File: config.mk
export PLATFORM = sky130hd
export DESIGN_NAME = apb_mux_n
export DESIGN_NICKNAME = d
export VERILOG_FILES = /design/src/rtl/apb_pkg.sv /design/src/rtl/apb_addr_decode.sv /design/src/rtl/apb_mux_n.sv
export SDC_FILE = /design/constraint.sdc
export NUM_CORES = 1
export LEC_CHECK = 0
export CORE_MARGIN = 2
export CORE_UTILIZATION = 22
export DETAILED_ROUTE_END_ITERATION = 6
export PLACE_DENSITY_LB_ADDON = 0.2
export SLEW_MARGIN = 30
export SYNTH_ARGS = -nofsm -noshare
export SYNTH_HDL_FRONTEND = slang
export SYNTH_HIERARCHICAL = 1
export SYNTH_SLANG_ARGS = --single-unit
File: constraint.sdc
create_clock -name PCLK -period 1.5 [get_ports PCLK]
set_input_delay 0.15 -clock PCLK [delete_from_list [all_inputs] [get_ports PCLK]]
set_output_delay 0.15 -clock PCLK [all_outputs]
set_load 0.005 [all_outputs]
File: src/rtl/apb_pkg.sv
// apb_pkg: shared types and helpers for the APB slave mux.
// Holds the transfer state encoding and index-width helper.
package apb_pkg;

  typedef enum logic [1:0] {
    IDLE   = 2'd0,
    ACCESS = 2'd1,
    ABORT  = 2'd2
  } state_e;

  // Replicated to DATAWIDTH wherever a zero response is driven.
  localparam logic APB_DATA_ZERO = 1'b0;

  // Width of the slave-index field; never narrower than one bit.
  function automatic int idx_width(input int n);
    return (n > 2) ? $clog2(n) : 1;
  endfunction

endpackage

File: src/rtl/apb_addr_decode.sv
// apb_addr_decode: PADDR region field to slave index and one-hot select.
// Indices at or above NUM_SLAVES are reported as unmapped.
module apb_addr_decode
  import apb_pkg::*;
#(
  parameter int ADDRWIDTH  = 32,
  parameter int NUM_SLAVES = 4,
  parameter int REGION_LSB = 12,
  parameter int IDX_W      = idx_width(NUM_SLAVES)
) (
  input  logic [ADDRWIDTH-1:0]  paddr_i,
  output logic [IDX_W-1:0]      idx_o,
  output logic                  mapped_o,
  output logic [NUM_SLAVES-1:0] sel_o
);

  // Only the region field takes part in the decode.
  logic unused_paddr;
  assign unused_paddr = ^paddr_i;

  assign idx_o    = paddr_i[REGION_LSB +: IDX_W];
  assign mapped_o = (32'(idx_o) < NUM_SLAVES);

  // One-hot select, empty for an unmapped region
  always_comb begin
    sel_o = '0;
    if (mapped_o) sel_o = NUM_SLAVES'(1) << idx_o;
  end

endmodule

File: src/rtl/apb_mux_n.sv
// apb_mux_n: N-slave APB select/response mux with decode and watchdog.
// Define APB_MUX_WATCHDOG_EN to enable the access-phase timeout abort.
module apb_mux_n
  import apb_pkg::*;
#(
  parameter int DATAWIDTH      = 32,
  parameter int ADDRWIDTH      = 32,
  parameter int NUM_SLAVES     = 4,
  parameter int REGION_LSB     = 12,
  parameter int TIMEOUT_CYCLES = 16
) (
  input  logic                            PCLK,
  input  logic                            PRESET,
  input  logic [ADDRWIDTH-1:0]            PADDR,
  input  logic                            PSEL,
  input  logic                            PENABLE,
  output logic [NUM_SLAVES-1:0]           PSELout,
  input  logic [NUM_SLAVES-1:0]           PREADYin,
  input  logic [NUM_SLAVES-1:0]           PSLVERRin,
  input  logic [NUM_SLAVES*DATAWIDTH-1:0] PRDATAin,
  output logic [DATAWIDTH-1:0]            PRDATA,
  output logic                            PREADY,
  output logic                            PSLVERR,
  output logic                            TIMEOUT_PULSE
);

  localparam int IDX_W = idx_width(NUM_SLAVES);

  if (NUM_SLAVES < 2 || NUM_SLAVES > 16 || TIMEOUT_CYCLES < 2) begin : g_bad_param
    $error("apb_mux_n: parameter out of range");
  end

  state_e                  state_q, state_d;
  logic [IDX_W-1:0]        idx_q, idx_d;
  logic                    mapped_q, mapped_d;
  logic [IDX_W-1:0]        dec_idx;
  logic                    dec_mapped;
  logic [NUM_SLAVES-1:0]   dec_sel;
  logic                    slv_rdy, slv_err;
  logic [DATAWIDTH-1:0]    slv_data;
  logic                    expire;

  apb_addr_decode #(
    .ADDRWIDTH  (ADDRWIDTH),
    .NUM_SLAVES (NUM_SLAVES),
    .REGION_LSB (REGION_LSB),
    .IDX_W      (IDX_W)
  ) u_dec (
    .paddr_i  (PADDR),
    .idx_o    (dec_idx),
    .mapped_o (dec_mapped),
    .sel_o    (dec_sel)
  );

  // Pick the latched slave's response lines
  always_comb begin
    slv_rdy  = 1'b0;
    slv_err  = 1'b0;
    slv_data = {DATAWIDTH{APB_DATA_ZERO}};
    for (int k = 0; k < NUM_SLAVES; k++) begin
      if (32'(idx_q) == k) begin
        slv_rdy  = PREADYin[k];
        slv_err  = PSLVERRin[k];
        slv_data = PRDATAin[k*DATAWIDTH +: DATAWIDTH];
      end
    end
  end

  // Master-facing select and response for the current state
  always_comb begin
    PSELout = '0;
    PREADY  = 1'b0;
    PSLVERR = 1'b0;
    PRDATA  = {DATAWIDTH{APB_DATA_ZERO}};
    unique case (state_q)
      IDLE: begin
        if (PSEL) PSELout = dec_sel;
      end
      ACCESS: begin
        if (mapped_q) begin
          PSELout = NUM_SLAVES'(1) << idx_q;
          PREADY  = slv_rdy & PENABLE;
          PSLVERR = slv_err & slv_rdy & PENABLE;
          if (slv_rdy && PENABLE) PRDATA = slv_data;
        end else begin
          PREADY  = PENABLE;
          PSLVERR = PENABLE;
        end
      end
      ABORT: begin
        PREADY  = 1'b1;
        PSLVERR = 1'b1;
      end
      default: ;
    endcase
  end

  // Transfer sequencing; a slave response beats the watchdog
  always_comb begin
    state_d  = state_q;
    idx_d    = idx_q;
    mapped_d = mapped_q;
    unique case (state_q)
      IDLE: begin
        if (PSEL && !PENABLE) begin
          state_d  = ACCESS;
          idx_d    = dec_idx;
          mapped_d = dec_mapped;
        end
      end
      ACCESS: begin
        if (!PSEL || PREADY) state_d = IDLE;
        else if (expire)     state_d = ABORT;
      end
      ABORT:   state_d = IDLE;
      default: state_d = IDLE;
    endcase
  end

  // State and latched decode registers
  always_ff @(posedge PCLK) begin
    if (PRESET) begin
      state_q  <= IDLE;
      idx_q    <= '0;
      mapped_q <= 1'b0;
    end else begin
      state_q  <= state_d;
      idx_q    <= idx_d;
      mapped_q <= mapped_d;
    end
  end

`ifdef APB_MUX_WATCHDOG_EN
  localparam int CNT_W = $clog2(TIMEOUT_CYCLES);
  localparam logic [CNT_W-1:0] CNT_LIM = CNT_W'(TIMEOUT_CYCLES - 1);

  logic [CNT_W-1:0] cnt_q, cnt_d;
  logic             tp_q;
  logic             stall;

  assign stall  = (state_q == ACCESS) && PENABLE && !PREADY;
  assign expire = stall && (cnt_d == CNT_LIM);

  // Saturating count of stalled access cycles, cleared between transfers
  always_comb begin
    cnt_d = cnt_q;
    if (state_q == IDLE)
      cnt_d = '0;
    else if (stall && cnt_q != CNT_LIM)
      cnt_d = cnt_q + 1'b1;
  end

  // Counter and abort pulse, the pulse aligned with the abort cycle
  always_ff @(posedge PCLK) begin
    if (PRESET) begin
      cnt_q <= '0;
      tp_q  <= 1'b0;
    end else begin
      cnt_q <= cnt_d;
      tp_q  <= (state_d == ABORT);
    end
  end

  assign TIMEOUT_PULSE = tp_q;
`else
  assign expire        = 1'b0;
  assign TIMEOUT_PULSE = 1'b0;
`endif

endmodule

# [Word level (Yosys, flattened, before mapping)]
# Cells that the tools add are included.
[totals] inputBits=172 output_inout_bits=39 wordCells=49 mem_bits_rw=0 latchBits=0 reg_bits=5 mem_count=0 rom_bits=0
[op_classes] order_cmp=0 n_bitwise=3 n_shift=2 n_reduce_logical=9 addsub=0 n_eq_ne=7 n_mul=0 div=0 mux=25
[op_table] operator="$mux W32" count=7
[op_table] operator="$mux W1" count=10
[op_table] operator="$mux W4" count=2
[op_table] operator="$pmux W4 S2" count=1
[op_table] operator="$shl A1 B2 Y4 const A" count=2
[op_table] operator="$eq A2 B2 Y1 const B" count=3
[op_table] operator="$eq A2 B1 Y1 const B" count=2
[op_table] operator="$logic_not A2 Y1" count=2
[op_table] operator="$mux W2" count=2
[op_table] operator="$ne A2 B2 Y1 const B" count=2
[op_table] operator="$pmux W1 S2" count=2
[op_table] operator="$pmux W2 S2" count=1
[op_table] operator="$reduce_and A2 Y1" count=2
[op_table] operator="$and A1 B1 Y1" count=3
[op_table] operator="$logic_and A1 B1 Y1" count=2
[op_table] operator="$logic_not A1 Y1" count=2
[op_table] operator="$logic_or A1 B1 Y1" count=1

# [Longest topological paths before layout]
[depth] depth_word=11 mapped_depth=8 mapped_depth_nobuf=4

# [Modules after synthesis]
# Netlist, hierarchy kept.
[modules_own_cells] module="apb_mux_n" n_inst=1 area_each_um2=1453.9 cells_per_inst=173 seq_area_each_um2=80.1
[modules_own_cells] module="apb_addr_decode" n_inst=1 area_each_um2=52.6 cells_per_inst=8 seq_area_each_um2=0.0

# [Least setup slack after synthesis]
# No wires, ideal clock.
[synth_path] path_type="register to output" start="register idx_q[0]" end="output PRDATA[20]" path_stages_with_launch=6 t_required_ns=1.350 n_path_buf=2 t_arrival_ns=1.391 setup_slack_ns=-0.041 cell_sequence="dfxtp_1 -> buf_6 -> mux4_2 -> nand2_1 -> buf_4 -> nor2_1"
[synth_via] elab_chain_len=9 elab_cells_between_ends=16 cone_classes="eq/ne: 3; mux: 11; reduce/logical: 2"
[synth_lines] element="from (decl)" line="apb_mux_n.sv:34" text="logic [IDX_W-1:0] idx_q, idx_d;"
[synth_lines] element="from (signal assigned)" line="apb_mux_n.sv:128" text="idx_q <= idx_d;"
[synth_lines] element="$logic_not A2 Y1" line="apb_mux_n.sv:61" text="if (32'(idx_q) == k) begin"
[synth_lines] element="$mux W1 (4 in series)" line="apb_mux_n.sv:61"
[synth_lines] element="$logic_and A1 B1 Y1" line="apb_mux_n.sv:84" text="if (slv_rdy && PENABLE) PRDATA = slv_data;"
[synth_lines] element="$mux W32 (*)" line="apb_mux_n.sv:84"
[synth_lines] element="$mux W32 (*)" line="apb_mux_n.sv:80" text="if (mapped_q) begin"
[synth_lines] element="$mux W32 (*)" line="apb_mux_n.sv:75" text="unique case (state_q)"
[synth_lines] element="to (decl)" line="apb_mux_n.sv:21" text="output logic [DATAWIDTH-1:0] PRDATA,"
# Every way passes the cells marked *; elsewhere a longest branch is shown, timed or not.

# [Worst setup path after layout]
[layout_path] start="register idx_q[0]" end="output PSLVERR"
[layout_via] elab_chain_len=9 elab_cells_between_ends=16 cone_classes="eq/ne: 3; mux: 10; bitwise: 2; reduce/logical: 1"
[layout_lines] element="$logic_not A2 Y1" line="apb_mux_n.sv:61"
[layout_lines] element="$mux W1 (4 in series)" line="apb_mux_n.sv:61"
[layout_lines] element="$and A1 B1 Y1 (*) (2 in series)" line="apb_mux_n.sv:83" text="PSLVERR = slv_err & slv_rdy & PENABLE;"
[layout_lines] element="$mux W1 (*)" line="apb_mux_n.sv:80"
[layout_lines] element="$pmux W1 S2 (*)" line="apb_mux_n.sv:75"
[layout_lines] element="to (decl)" line="apb_mux_n.sv:23" text="output logic PSLVERR,"
# Marks and branches as above.

==> impl_summary.log <==
[metrics] hold buffer count at CTS: 0
[metrics] clock buffers created by TritonCTS: 3
[metrics] met3 wire length: 631 um
[metrics] worst path required time: 1.35 ns
[metrics] finished layout cell area: 3956 um2
[metrics] fillers: 605
[metrics] Placed Area: 3430 um2
[metrics] cell area power density: 311.6 nW/um2
[metrics] Chip Height: 86.75 um
[metrics] critical path cell sequence: mux4_2 -> buf_12 -> buf_6 -> buf_6 -> nand2_4 -> a21oi_2 -> buf_2
[metrics] number of warnings issued by yosys: 6
[metrics] first-pass GRT wire length: 11.46 mm
[metrics] clock root buffer master: sky130_fd_sc_hd__clkbuf_8
[metrics] diode insertion count for antenna repair: 0
[metrics] total track usage: 0.1956
[metrics] setup slack of the worst register-to-register path: -0.28 ns
[metrics] kind of cell adding the most delay to the critical path: multiplexers
[metrics] uppermost routed layer: met4
[metrics] highest ir drop seen on vdd: 0.0001989 V
[metrics] area grow syn2layout: 162.6%
[metrics] CP max stage cell: sky130_fd_sc_hd__mux4_2
[metrics] Cell Area, Synth: 1506 um2
[metrics] Storage cell area: 90.09 um2
[metrics] post-route minimum period: 1.908 ns
[metrics] switching power as a share of total power: 0.2694
[metrics] largest net degree at the start of global routing: 24
[metrics] synth unique cells: 28
[metrics] net count of the mapped netlist: 353
[metrics] internal power component: 0.9006 mW
[metrics] average instance area after synthesis: 8.323 um2
[metrics] die area: 7526 um2
[metrics] worst setup path class: flop to output port
[metrics] crit-path most repeated cell: sky130_fd_sc_hd__buf_6
[metrics] sequential group share of total power: 0.097
[metrics] Pwr Total: 1.233 mW
[metrics] Worst Hold Class: input port to flop
[metrics] area of the multi-input gates: 1469 um2
[metrics] final worst setup slack: -0.4083 ns
[metrics] net switching power: 0.3321 mW
[metrics] total number of nets in the final design: 564
[metrics] outcome: finished with violations
[metrics] Pre-antenna DRT Iters: 4
[metrics] placer congestion estimate: 0.7825
[metrics] detailed-route wire length per cell: 17.21 um
[metrics] routed via count divided by cell count: 4.843
[metrics] worst-skew pair later-pin latency: 0.22 ns
[metrics] vias in the first global route: 2,266
[metrics] Max Buffers Root-to-Sink: 2
[metrics] number of buffer and inverter instances along the worst setup path: 4
[metrics] failing checks: negative setup slack
[metrics] DRT met1 WL: 2.983 mm
[metrics] hpwl dp: 5.494 mm
[metrics] chip width: 86.75 um
[metrics] maxcap violations: 0
[metrics] Initial DRC Count: 26
[metrics] biggest cell delay along the critical path: 0.54 ns
[metrics] number of antenna violations at the first check in global routing: 0
[metrics] setup repair after global routing missed its margin: yes
[metrics] category of the worst setup path capture point: output port
[metrics] power share of the clock group: 0.185
[metrics] # IOs: 211
[metrics] count of state elements after synthesis: 4
[metrics] slew at the pin closest to its max-slew limit: 0.5429 ns
[metrics] standard-cell row count: 30
[metrics] total of endpoints with negative setup slack in the final report: 37
[metrics] tightest slew margin relative to the limit: 0.6381
[metrics] number of DRC violations after detailed routing: 0
[metrics] arrival time at the worst endpoint: 1.76 ns
[metrics] Hold Fails Final Rpt: 0
[metrics] share of post-route cells with drive strength above 1: 0.4051
[metrics] overflow left after global routing: 0
[metrics] level count of the clock H-tree: 1
[metrics] total of buffers placed on input and output ports: 179
[metrics] DRT antenna net count: 0
[metrics] final worst clock skew: 0.003071 ns
[metrics] via count: 2,276
[metrics] overall routed net length: 8.088 mm
[metrics] total clock sinks: 4
[metrics] synthesized instance count: 181
[metrics] fraction of the yosys area taken by sequential cells: 0.05316
[metrics] sum of met2 wire segment lengths after detailed routing: 4.354 mm
[metrics] CTS clk-pin slew, worst paths: 0.03 ns
[metrics] fraction of power consumed by combinational cells: 0.719
[metrics] startpoint type of the worst setup path: flop
[metrics] Max Clock Freq: 524.0 MHz
[metrics] initial core utilization: 0.2242
[metrics] clock tree from TritonCTS: built
[metrics] maximum fanout along the worst path: 7
[metrics] placeable core area: 6719 um2
[metrics] Leak: 1.583 nW
[metrics] worst-case setup slack after placement: -0.5778 ns
[metrics] post-route clock period utilization: 1.272
[metrics] number of pins exceeding their max-slew limit in the final report: 0
[sequential cells by signal, summed over array words and instances (netlist names)]
name	count
state_q	1
mapped_q	1
idx_q	2
[Yosys cell counts]
cell type,number,area share
sky130_fd_sc_hd__inv_1,15,0.037
sky130_fd_sc_hd__mux4_2,21,0.31
sky130_fd_sc_hd__nand2b_1,13,0.054
sky130_fd_sc_hd__and3b_1,1,0.0058
sky130_fd_sc_hd__o21ai_0,3,0.010
sky130_fd_sc_hd__nor2b_1,20,0.083
sky130_fd_sc_hd__nor3_1,13,0.043
sky130_fd_sc_hd__buf_4,9,0.045
sky130_fd_sc_hd__nand2_1,6,0.015
sky130_fd_sc_hd__buf_6,4,0.030
sky130_fd_sc_hd__a21oi_1,2,0.0066
sky130_fd_sc_hd__clkbuf_1,7,0.017
sky130_fd_sc_hd__a22oi_1,13,0.065
sky130_fd_sc_hd__a221oi_1,13,0.076
sky130_fd_sc_hd__mux2i_1,3,0.020
sky130_fd_sc_hd__a31o_2,2,0.012
sky130_fd_sc_hd__nand3_4,1,0.012
sky130_fd_sc_hd__and2b_2,1,0.0058
sky130_fd_sc_hd__dfxtp_1,4,0.053
sky130_fd_sc_hd__nor3b_1,1,0.0050
sky130_fd_sc_hd__and2_1,1,0.0042
sky130_fd_sc_hd__nor4b_1,1,0.0058
sky130_fd_sc_hd__buf_2,4,0.013
sky130_fd_sc_hd__conb_1,2,0.0050
sky130_fd_sc_hd__nor2_1,17,0.042
sky130_fd_sc_hd__and3_1,1,0.0042
sky130_fd_sc_hd__and2_2,1,0.0050
sky130_fd_sc_hd__nand4b_1,2,0.012
[worst register-to-register path, stage by stage, from the launching register on]
cell and delay [ns]:
sky130_fd_sc_hd__dfxtp_4 0.37, sky130_fd_sc_hd__mux4_2 0.54, sky130_fd_sc_hd__buf_12 0.18, sky130_fd_sc_hd__buf_6 0.12
sky130_fd_sc_hd__buf_6 0.11, sky130_fd_sc_hd__buf_4 0.12, sky130_fd_sc_hd__o21ai_1 0.11, sky130_fd_sc_hd__and3b_1 0.17
[path summary, 6_finish.rpt]
path                               start    endpoint  cells past startpoint
worst max-delay path            idx_q[0]     PSLVERR                      7
worst min-delay path              PRESET    mapped_q                      2
worst max register to register  idx_q[0]  state_q[0]                      7
worst min register to register  mapped_q    mapped_q                      3
[through the flow]
step	std cells	hold WS [ns]	utilization	TNS [ns]
floorplan	181	0.2150	-	0
global placement	434	0.6232	0.5104	-18.71
detailed placement	434	0.6416	0.5104	-18.96
CTS	461	0.5578	0.5601	-12.81
global route	470	0.5800	0.5888	-13.73
finish	470	0.5569	0.5888	-11.68
[final cells by class]
class / instances / share of cell area
clock buffer: 3 / 0.01044
inverter: 15 / 0.01423
multi-input combinational: 142 / 0.3713
sequential: 4 / 0.02277
tap: 80 / 0.02530
timing repair buffer: 226 / 0.5560
[metal layers]
| layer | GRT usage | up-vias |
|---|---|---|
| li1 | - | 1093 |
| met1 | 0.2168 | 1057 |
| met2 | 0.3748 | 115 |
| met3 | 0.03810 | 11 |
| met4 | 0.05398 | 0 |
| met5 | 0 | - |
[what timing repair did]
item,CTS,global route
setup endpoints to repair,39,42
gates cloned,7,3
resized for setup,190,28
setup buffers,17,7
pin swaps,16,5
[cell usage in the layout (no fill, tap or decap), drive strengths merged]
master / netlist / routed
nand3: 1 / 4
mux2i: 3 / 3
inv: 15 / 15
dfxtp: 4 / 4
nor3: 13 / 13
nand2: 6 / 7
a21oi: 2 / 2
buf: 17 / 77
a22oi: 13 / 13
nand2b: 13 / 13
nor2b: 20 / 20
mux4: 21 / 21
nor2: 17 / 17
dlygate4sd2: 0 / 1
a221oi: 13 / 13
nand4b: 2 / 2
nor4b: 1 / 1
nor3b: 1 / 1
clkbuf: 7 / 8
and2b: 1 / 1
clkdlybuf4s15: 0 / 1
clkdlybuf4s50: 0 / 140
and2: 2 / 2
a31o: 2 / 2
conb: 2 / 2
bufbuf: 0 / 2
and3b: 1 / 1
o21ai: 3 / 3
and3: 1 / 1
[power groups by stage]
stage	combinational (mW)	clock, mW	sequential (mW)
after floorplan	0.265	0	0.117
after CTS	0.840	0.235	0.121
final	0.886	0.228	0.119
after global placement	0.692	0	0.121
after global routing	0.943	0.246	0.120
after detailed placement	0.700	0	0.121
[logic make-up after synthesis]
logic type | Yosys count | synth area share
and+or+nand+nor | 79 | 0.2965
DFF | 4 | 0.05316
AOI/OAI and AO/OA | 33 | 0.1686
muxes | 24 | 0.3339
other | 2 | 0.004985
buffers and inverters | 39 | 0.1429
(Power assumes the default switching activity.)
